**src/rtl/forno_pkg.sv**
```systemverilog
// Shared definitions for the oven timer entry/countdown path.
package forno_pkg;

   // Sequencer states.
   typedef enum logic [2:0] {
      StIdle,
      StEntry,
      StCook,
      StPause,
      StDone
   } state_t;

   // Largest value of a seconds-units and a seconds-tens BCD digit.
   localparam int unsigned BCD_MAX_U = 9;
   localparam int unsigned BCD_MAX_D = 5;

   localparam int unsigned CLK_DIV_DEFAULT  = 100;
   localparam int unsigned DEBOUNCE_DEFAULT = 4;

   // Index of the set bit of a one-hot keypad word (caller checks one-hotness).
   function automatic logic [3:0] onehot_to_bcd(input logic [9:0] keys);
      logic [3:0] code;
      code = '0;
      for (int i = 0; i < 10; i++) begin
         if (keys[i]) code = 4'(i);
      end
      return code;
   endfunction

endpackage

```
**src/rtl/teclado_debounce.sv**
```systemverilog
// One-hot keypad decode and debounce. Emits a single accept pulse per press;
// a new press is only taken after the keypad has been quiet long enough.
module teclado_debounce
   import forno_pkg::*;
#(
   parameter int unsigned DEBOUNCE = DEBOUNCE_DEFAULT
) (
   input  logic       clk,
   input  logic       clearn,
   input  logic [9:0] teclado,
   input  logic       enablen,
   output logic       accept,
   output logic [3:0] digit
);

   localparam int unsigned CW = $clog2(DEBOUNCE + 1);
   localparam logic [CW-1:0] CNT_TARGET = CW'(DEBOUNCE);

   logic [CW-1:0] cnt_q, cnt_d, run;
   logic [3:0]    last_q, last_d;
   logic          armed_q, armed_d;
   logic          key_valid;

   assign key_valid = $onehot(teclado);
   assign digit     = onehot_to_bcd(teclado);

   // Counts same-key samples while armed and quiet samples while disarmed.
   always_comb begin
      cnt_d   = cnt_q;
      last_d  = last_q;
      armed_d = armed_q;
      accept  = 1'b0;
      run     = CW'(1);
      if (enablen) begin
         cnt_d = '0;
      end else if (armed_q) begin
         if (key_valid) begin
            if (cnt_q != '0 && digit == last_q) run = cnt_q + CW'(1);
            last_d = digit;
            if (run == CNT_TARGET) begin
               accept  = 1'b1;
               armed_d = 1'b0;
               cnt_d   = '0;
            end else begin
               cnt_d = run;
            end
         end else begin
            cnt_d = '0;
         end
      end else begin
         if (!key_valid) begin
            if (cnt_q + CW'(1) == CNT_TARGET) begin
               armed_d = 1'b1;
               cnt_d   = '0;
            end else begin
               cnt_d = cnt_q + CW'(1);
            end
         end else begin
            cnt_d = '0;
         end
      end
   end

   // Debounce state register.
   always_ff @(posedge clk or negedge clearn) begin
      if (!clearn) begin
         cnt_q   <= '0;
         last_q  <= '0;
         armed_q <= 1'b1;
      end else begin
         cnt_q   <= cnt_d;
         last_q  <= last_d;
         armed_q <= armed_d;
      end
   end

endmodule

```
**src/rtl/controle_entrada_time.sv**
```systemverilog
// Oven timer sequencer: key entry into a 3-digit M:SS BCD register, cook
// countdown driven by an internal 1 Hz divider, pause and done handling.
module controle_entrada_time
   import forno_pkg::*;
#(
   parameter int unsigned CLK_DIV  = CLK_DIV_DEFAULT,
   parameter int unsigned DEBOUNCE = DEBOUNCE_DEFAULT
) (
   input  logic       clk,
   input  logic       clearn,
   input  logic [9:0] teclado,
   input  logic       enablen,
   input  logic       startn,
   input  logic       stopn,
   input  logic       porta,
   output logic [3:0] D,
   output logic       loadn,
   output logic       pgt_1Hz,
   output logic [3:0] min_u,
   output logic [3:0] seg_d,
   output logic [3:0] seg_u,
   output logic       magnetron,
   output logic       done
);

   localparam int unsigned DW = $clog2(CLK_DIV);
   localparam logic [DW-1:0] DIV_LAST = DW'(CLK_DIV - 1);
   localparam logic [3:0] MAX_U = 4'(BCD_MAX_U);
   localparam logic [3:0] MAX_D = 4'(BCD_MAX_D);

   state_t        state_q, state_d;
   logic [3:0]    min_q, min_d, sd_q, sd_d, su_q, su_d;
   logic [3:0]    dec_min, dec_sd, dec_su;
   logic [DW-1:0] div_q, div_d;
   logic [3:0]    d_q, d_d;
   logic          loadn_q, loadn_d;
   logic          done_q, done_d;
   logic          startn_q, stopn_q;
   logic          accept;
   logic [3:0]    key_digit;
   logic          tick, last_tick, time_nz;
   logic          start_fall, stop_fall, start_ev;
   logic          load, clear;

   teclado_debounce #(
      .DEBOUNCE (DEBOUNCE)
   ) u_debounce (
      .clk     (clk),
      .clearn  (clearn),
      .teclado (teclado),
      .enablen (enablen),
      .accept  (accept),
      .digit   (key_digit)
   );

   assign start_fall = startn_q & ~startn;
   assign stop_fall  = stopn_q & ~stopn;
   assign start_ev   = start_fall & ~stop_fall;
   assign tick       = (state_q == StCook) && (div_q == DIV_LAST);
   assign time_nz    = (min_q != 4'd0) || (sd_q != 4'd0) || (su_q != 4'd0);
   assign last_tick  = (min_q == 4'd0) && (sd_q == 4'd0) && (su_q == 4'd1);

   // BCD M:SS minus one second.
   always_comb begin
      dec_min = min_q;
      dec_sd  = sd_q;
      dec_su  = su_q;
      if (su_q != 4'd0) begin
         dec_su = su_q - 4'd1;
      end else begin
         dec_su = MAX_U;
         if (sd_q != 4'd0) begin
            dec_sd = sd_q - 4'd1;
         end else begin
            dec_sd  = MAX_D;
            dec_min = min_q - 4'd1;
         end
      end
   end

   // Next state, digit register, divider and load strobe.
   always_comb begin
      state_d = state_q;
      min_d   = min_q;
      sd_d    = sd_q;
      su_d    = su_q;
      div_d   = div_q;
      d_d     = d_q;
      loadn_d = 1'b1;
      load    = 1'b0;
      clear   = 1'b0;
      unique case (state_q)
         StIdle: load = accept;
         StEntry: begin
            if (stop_fall) begin
               clear = 1'b1;
            end else if (start_ev && time_nz && !porta) begin
               state_d = StCook;
               div_d   = '0;
               // Entered seconds beyond 59 cook as 59.
               if (sd_q > MAX_D) begin
                  sd_d = MAX_D;
                  su_d = MAX_U;
               end
            end else begin
               load = accept;
            end
         end
         StCook: begin
            div_d = tick ? '0 : div_q + DW'(1);
            if (tick) begin
               min_d = dec_min;
               sd_d  = dec_sd;
               su_d  = dec_su;
            end
            // Reaching 0:00 wins over a simultaneous door open or stop.
            if (tick && last_tick) state_d = StDone;
            else if (stop_fall || porta) state_d = StPause;
         end
         StPause: begin
            if (stop_fall) begin
               clear = 1'b1;
            end else if (start_ev && !porta) begin
               state_d = StCook;
               div_d   = '0;
            end
         end
         StDone: begin
            // A key here only returns to idle; it is not loaded.
            if (stop_fall || start_fall || accept) clear = 1'b1;
         end
         default: clear = 1'b1;
      endcase
      if (clear) begin
         state_d = StIdle;
         min_d   = '0;
         sd_d    = '0;
         su_d    = '0;
      end
      if (load) begin
         state_d = StEntry;
         min_d   = sd_q;
         sd_d    = su_q;
         su_d    = key_digit;
         d_d     = key_digit;
         loadn_d = 1'b0;
      end
      done_d = (state_d == StDone);
   end

   // State, digits, divider, outputs and button history.
   always_ff @(posedge clk or negedge clearn) begin
      if (!clearn) begin
         state_q  <= StIdle;
         min_q    <= '0;
         sd_q     <= '0;
         su_q     <= '0;
         div_q    <= '0;
         d_q      <= '0;
         loadn_q  <= 1'b1;
         done_q   <= 1'b0;
         startn_q <= 1'b0;
         stopn_q  <= 1'b0;
      end else begin
         state_q  <= state_d;
         min_q    <= min_d;
         sd_q     <= sd_d;
         su_q     <= su_d;
         div_q    <= div_d;
         d_q      <= d_d;
         loadn_q  <= loadn_d;
         done_q   <= done_d;
         startn_q <= startn;
         stopn_q  <= stopn;
      end
   end

   assign D         = d_q;
   assign loadn     = loadn_q;
   assign pgt_1Hz   = tick;
   assign min_u     = min_q;
   assign seg_d     = sd_q;
   assign seg_u     = su_q;
   assign magnetron = (state_q == StCook);
   assign done      = done_q;

endmodule

```
**config.mk**
```make
export PLATFORM = sky130hd
export DESIGN_NAME = controle_entrada_time
export DESIGN_NICKNAME = d
export VERILOG_FILES = /design/src/rtl/forno_pkg.sv /design/src/rtl/teclado_debounce.sv /design/src/rtl/controle_entrada_time.sv
export SDC_FILE = /design/constraint.sdc
export NUM_CORES = 1
export LEC_CHECK = 0
export CAP_MARGIN = 20
export CELL_PAD_IN_SITES_DETAIL_PLACEMENT = 1
export CELL_PAD_IN_SITES_GLOBAL_PLACEMENT = 1
export CORE_AREA = 2 2 85 79
export DETAILED_ROUTE_END_ITERATION = 8
export DIE_AREA = 0 0 87 81
export MAX_ROUTING_LAYER = met4
export PLACE_DENSITY = 0.84
export SKIP_CTS_REPAIR_TIMING = 1
export SLEW_MARGIN = 20
export SYNTH_ARGS = -nofsm -noshare
export SYNTH_HDL_FRONTEND = slang
export SYNTH_SLANG_ARGS = --single-unit
```
**constraint.sdc**
```tcl
create_clock -name clk -period 5.5 [get_ports clk]
set_clock_uncertainty 0.05 [all_clocks]
set_input_delay 1.65 -clock clk [delete_from_list [all_inputs] [get_ports clk]]
set_output_delay 1.65 -clock clk [all_outputs]
set_load 0.01 [all_outputs]
```
# Word-level counts from Yosys, hierarchy flattened
# Index checks and enable logic that the tools add are counted.
[totals]
regBits = 38
latchBits = 0
mem_bits_rw = 0
rom_bits = 0
in_bits = 16
output_inout_bits = 20
memories = 0
[classes]
addsub = 14
n_mul = 0
div = 0
n_lt_le_gt_ge = 1
n_eq_ne = 22
n_shift = 0
mux = 73
bitwise_logic = 7
reduce_logical = 32
[op_table]
columns = ["operator", "n"]
rows = [
  ["2-to-1 mux 4 bit", 29],
  ["2-to-1 mux 3 bit", 18],
  ["2-to-1 mux 7 bit", 5],
  ["case mux 7 bit (3 select lines)", 1],
  ["adder 4 bit", 4],
  ["inequality test 4 bit, second input constant", 4],
  ["case mux 4 bit (2 select lines)", 2],
  ["nonzero test 4 bit", 4],
  ["2-to-1 mux 1 bit", 15],
  ["equality test 3 bit, second input constant", 4],
  ["nonzero test 3 bit", 4],
  ["subtractor 4 x 1 -> 4 bit, second input constant", 3],
  ["adder 1 x 1 -> 2 bit", 5],
  ["AND reduction 5 bit", 2],
  ["case mux 3 bit (3 select lines)", 1],
  ["equality test 4 x 1 -> 1 bit, second input constant", 2],
  ["logical AND 1 bit", 8],
  ["zero test 4 bit", 2],
  ["inequality test 2 bit, second input constant", 4],
  ["adder 7 x 1 -> 7 bit, second input constant", 1],
  ["equality test 7 bit, second input constant", 1],
  ["equality test 3 x 2 -> 1 bit, second input constant", 2],
  ["inequality test 3 bit, second input constant", 2],
  ["AND reduction 6 bit", 1],
  ["other kinds (15)", 25],
]

# Depth between registers and ports, before layout
[logic_depth]
depth_word = 26
depth_mapped = 16

# By module
# Synthesis repeated with hierarchy kept, for this count alone.
[hier_totals]
hier_cells = 285
area_unflattened_um2 = 2633.8
[modules_own_cells]
columns = ["module", "instances", "cells_per_inst", "area_each_um2"]
rows = [
  ["controle_entrada_time", 1, 195, 1781.7],
  ["teclado_debounce", 1, 90, 852.1],
]

# Least setup slack after synthesis
# Ideal clock, no wire load.
[synth_timing]
path_type = "input -> register"
from = "input port teclado[3]"
to = "register sd_q[0] (netlist: seg_d[0])"
t_arrival_ps = 5750
required_time_ps = 5371
slack_ps = -379
stages = 15
n_path_buf = 1
cell_sequence = "inv_1 > ha_1 > inv_1 > fa_1 > fa_1 > fa_1 > inv_1 > fa_1 > or4b_1 > or4b_4 > a221oi_4 > a211o_4 > and2_4 > buf_6 > mux2i_1"
[synth_via]
elab_chain_len = 23
[synth_lines]
columns = ["element", "line", "source"]
rows = [
  ["from (decl)", "controle_entrada_time.sv:11", "input logic [9:0] teclado,"],
  ["parallel branches: the longest is 15 deep, another holds adder 4 bit", "--", ""],
  ["2-to-1 mux 1 bit (*)", "teclado_debounce.sv:37", "if (key_valid) begin"],
  ["2-to-1 mux 1 bit (*)", "teclado_debounce.sv:36", "end else if (armed_q) begin"],
  ["2-to-1 mux 1 bit (*)", "teclado_debounce.sv:34", "if (enablen) begin"],
  ["2-to-1 mux 1 bit or logical OR 1 bit (tied branches)", "controle_entrada_time.sv:97, controle_entrada_time.sv:130", ""],
  ["2-to-1 mux 1 bit (on tied branches)", "controle_entrada_time.sv:95, controle_entrada_time.sv:130", ""],
  ["case mux 1 bit (2 select lines) or case mux 1 bit (3 select lines) (tied branches)", "controle_entrada_time.sv:92", "unique case (state_q)"],
  ["inequality test 4 bit (no source line) (tied with other cells)", "--", ""],
  ["AND reduction 6 bit (no source line) or 2-to-1 mux 4 bit (tied branches)", "--", ""],
  ["to (signal assigned)", "controle_entrada_time.sv:156", "sd_q <= '0;"],
  ["to (signal assigned)", "controle_entrada_time.sv:167", "sd_q <= sd_d;"],
  ["to (decl)", "controle_entrada_time.sv:32", "logic [3:0] min_q, min_d, sd_q, sd_d, su_q, su_d;"],
]
# Every way passes the cells marked *. The select of a mux whose other input is x is not followed.
# A chain may end at the register's enable or synchronous reset.

# Final worst setup path
[layout_timing]
from = "input port teclado[3]"
to = "register su_q[2] (netlist: seg_u[2])"
[layout_via]
elab_chain_len = 23
[layout_lines]
columns = ["element", "line", "source"]
rows = [
  ["parallel branches: the longest is 23 deep, another holds adder 4 bit", "--", ""],
  ["to (signal assigned)", "controle_entrada_time.sv:168", "su_q <= su_d;"],
  ["to (decl)", "controle_entrada_time.sv:32", ""],
]
# Several ways; the timed one is not identified. The select of a mux whose other input is x is not followed.

==> out/qor.yml <==
run_status:
  status: "complete, but fails checks"
  violations: "negative setup slack"
critical_path:
  r2r_cells: 9
  arrival_ps: 5950
  cp-end-kind: "flip-flop"
  required_ps: 5630
  start_kind: "input port"
  r2r_slack_ps: 2330
  path_class: "in -> reg"
  critPathLaunch: "teclado[3]"
  r2r_start: "seg_d[0]$_DFFE_PN0P_"
  endpoint: "seg_u[2]$_DFFE_PN0P_"
  crit_fanout: 6
  r2r-end: "min_u[1]$_DFFE_PN0P_"
global_routing:
  first_global_vias: 2652
  grt_max_degree: 39
  grt_usage_pct: 24.4
  globalRouteOverflowTotal: 0
  grt_pass1_wl_um: 13000
  antenna_found_initial: 0
detailed_routing:
  drc: 0
  wl_um: 8730
  drt_iter0_drc: 158
  wire_per_inst_um: 19.9
  vias: 2529
  route.detailed.vias_per_inst: 5.77
  dr.pass1.iters: 4
  antenna_left: 0
placed_design:
  place_area_mm2: 0.00335
  placed_cells: 426
  hpwl_um: 5910
  pre_cts_slack_ps: -1000
  place_congestion: 0.871
  io_buffers: 35
power:
  p_total_mw: 0.878
  power_leakage_nw: 1.65
  swShare_pct: 31.1
  peakVddDrop_mv: 0.203
  seqPwrFrac_pct: 37.8
  p_switching_mw: 0.274
  intPower_mw: 0.605
  p_clk_share_pct: 33.7
  p_per_area_mw_per_mm2: 245
  combPwrFrac_pct: 28.5
clocking:
  clk_pin_slew_ps: 90
  cts_max_level: 2
  cts_buffers: 5
  cts_tree: "done"
  worst_skew_pair.late_latency_ps: 300
  cts_root_buffer: "clkbuf_8"
  cts_num_sinks: 38
  cts.path.max_buffers: 2
timing:
  min_period_ps: 5820
  hold_viol_final: 0
  min_period_over_period_pct: 106
  fmax_ghz: 0.172
  maxSlewViolCount: 0
  tightestPinTransition_ps: 880
  setup-violations-final: 18
  fin_ws_ps: -317
  relSlewSlack_pct: 41.3
  rsz0062_at_grt: "yes"
logic_synthesis:
  synthArstFlopShare_pct: 100
  ys.flop_type: "dfrtp_1"
  yosysTopAreaCellShare_pct: 33.0
  yosys-top-cells-area: "dfrtp_1 (33%), ha_1 (10%), inv_1 (5.4%), nor2_1 (4.5%), fa_1 (4.4%)"
  ys.warnings.count: 0
  avgSynthCellArea_um2: 9.22
  synth.yosys.seq_area_share_pct: 34.9
  syn_nets: 340
  synth.largest_area_cell: "dfrtp_1"
  synth_common_cells: "inv_1 (39), dfrtp_1 (36), nor2_1 (33)"
  ys_types: 59
  synth.ff_latch_count: 38
  synth-edff-count: 0
  synth_cells: 296
  synth_most_common_cell: "inv_1"
  synth_area_mm2: 0.00273
layout:
  drive_above_1_share_pct: 23.4
  area_delta_synth_final_pct: 31.3
  nets: 406
  antenna_cells: 0
  fin_area_mm2: 0.00358
  final_cells: 438
floorplanning:
  die_w_um: 87
  die_h_um: 81
  core-area_mm2: 0.00627
  die_area_mm2: 0.00705
  initial_utilization_pct: 43.5
  pin_count: 36
  row_count: 28
run:
  cap_violations: 0
hold_path:
  holdPathStages: 1
  hold_path.class: "reg -> reg"
[layout make-up]
class | count | area (um^2)
clock inverter | 3 | 68.8
multi-input combinational | 216 | 1680
clock buffer | 5 | 68.8
sequential | 38 | 953
inverter | 39 | 149
tap | 75 | 93.8
fill | 689 | 2690
timing repair buffer | 62 | 572
[metrics by stage]
| step | setup TNS (ps) | hold WS, ps | util [%] |
|---|---|---|---|
| after floorplan | -1730 | 434 | - |
| after global routing | -4480 | 487 | 57.2 |
| after detailed placement | -17240 | 436 | 53.4 |
| after CTS | -10000 | 465 | 55.6 |
| final | -2770 | 463 | 57.2 |
| after global placement | -14820 | 431 | 53.4 |
[placed cells by master (no fill, tap or decap), types with 3 or more instances in the layout]
master,synthesis,layout
dfrtp_1,36,36
nor2_1,33,33
inv_1,39,30
clkdlybuf4s50_1,0,28
buf_4,1,26
nand2_1,19,19
ha_1,22,19
a21oi_1,11,10
o21ai_0,10,9
inv_2,0,8
nand2b_1,8,8
nor3_1,7,7
a31oi_1,7,7
nor3b_1,6,6
nand3_1,6,6
mux2_2,6,6
nor2b_1,5,5
nor4_1,5,5
xor2_1,5,5
fa_1,6,5
clkbuf_8,0,5
buf_6,1,5
nand4_1,4,4
or2_2,3,3
xnor2_1,3,3
mux2i_1,4,3
a22o_1,3,3
ha_4,0,3
[sequential cells by signal, summed over array words and instances (netlist names)]
signal	flops
startn_q	1
stopn_q	1
done	1
seg_d	4
seg_u	4
min_u	4
u_debounce.armed_q	1
u_debounce.last_q	4
div_q	7
state_q	3
u_debounce.cnt_q	3
loadn	1
D	4
[logic make-up after synthesis]
group                    after synthesis  synth area share [%]
flip-flops                            38                  34.9
multiplexers                          10                  3.94
buffers and inverters                 42                  6.19
AO/OA/AOI/OAI                         58                  16.2
AND/OR/NAND/NOR                      112                  21.7
adder cells (fa/ha/maj)               28                  14.5
XOR/XNOR                               8                  2.57
[worst max-delay path: stages]
cell      delay (ps)
buf_6             80
inv_2             50
ha_4             260
inv_2             40
fa_1             520
fa_1             450
fa_2             410
inv_2             80
fa_1             440
or4b_1           520
or4b_4           500
a221oi_4         240
buf_12           160
a211o_4          170
o21ai_0          130
a22o_1           250
[how the worst min path moves through the flow]
stage | start | end | slack, ps
after floorplan | div_q[2]$_DFFE_PN0P_ | div_q[2]$_DFFE_PN0P_ | 430
after global placement | D[3]$_DFFE_PN0P_ | D[3]$_DFFE_PN0P_ | 430
after detailed placement | D[3]$_DFFE_PN0P_ | D[3]$_DFFE_PN0P_ | 440
after CTS | D[3]$_DFFE_PN0P_ | D[3]$_DFFE_PN0P_ | 470
after global routing | D[3]$_DFFE_PN0P_ | D[3]$_DFFE_PN0P_ | 490
final | D[3]$_DFFE_PN0P_ | D[3]$_DFFE_PN0P_ | 460
[power by group through the flow]
stage,logic [mW],registers [mW],clock network (mW)
global placement,0.217,0.334,0
global route,0.275,0.336,0.308
finish,0.250,0.332,0.296
floorplan,0.152,0.328,0
CTS,0.236,0.330,0.297
detailed placement,0.231,0.336,0
[per-layer routing]
layer	track usage (%)	wire length, um	up-vias
met4	6.88	190	0
met1	31.1	3760	1254
li1	-	-	1167
met2	40.4	4340	85
met3	3.76	436	23
met5	-	0	-
Power figures use the tool's default switching activity.
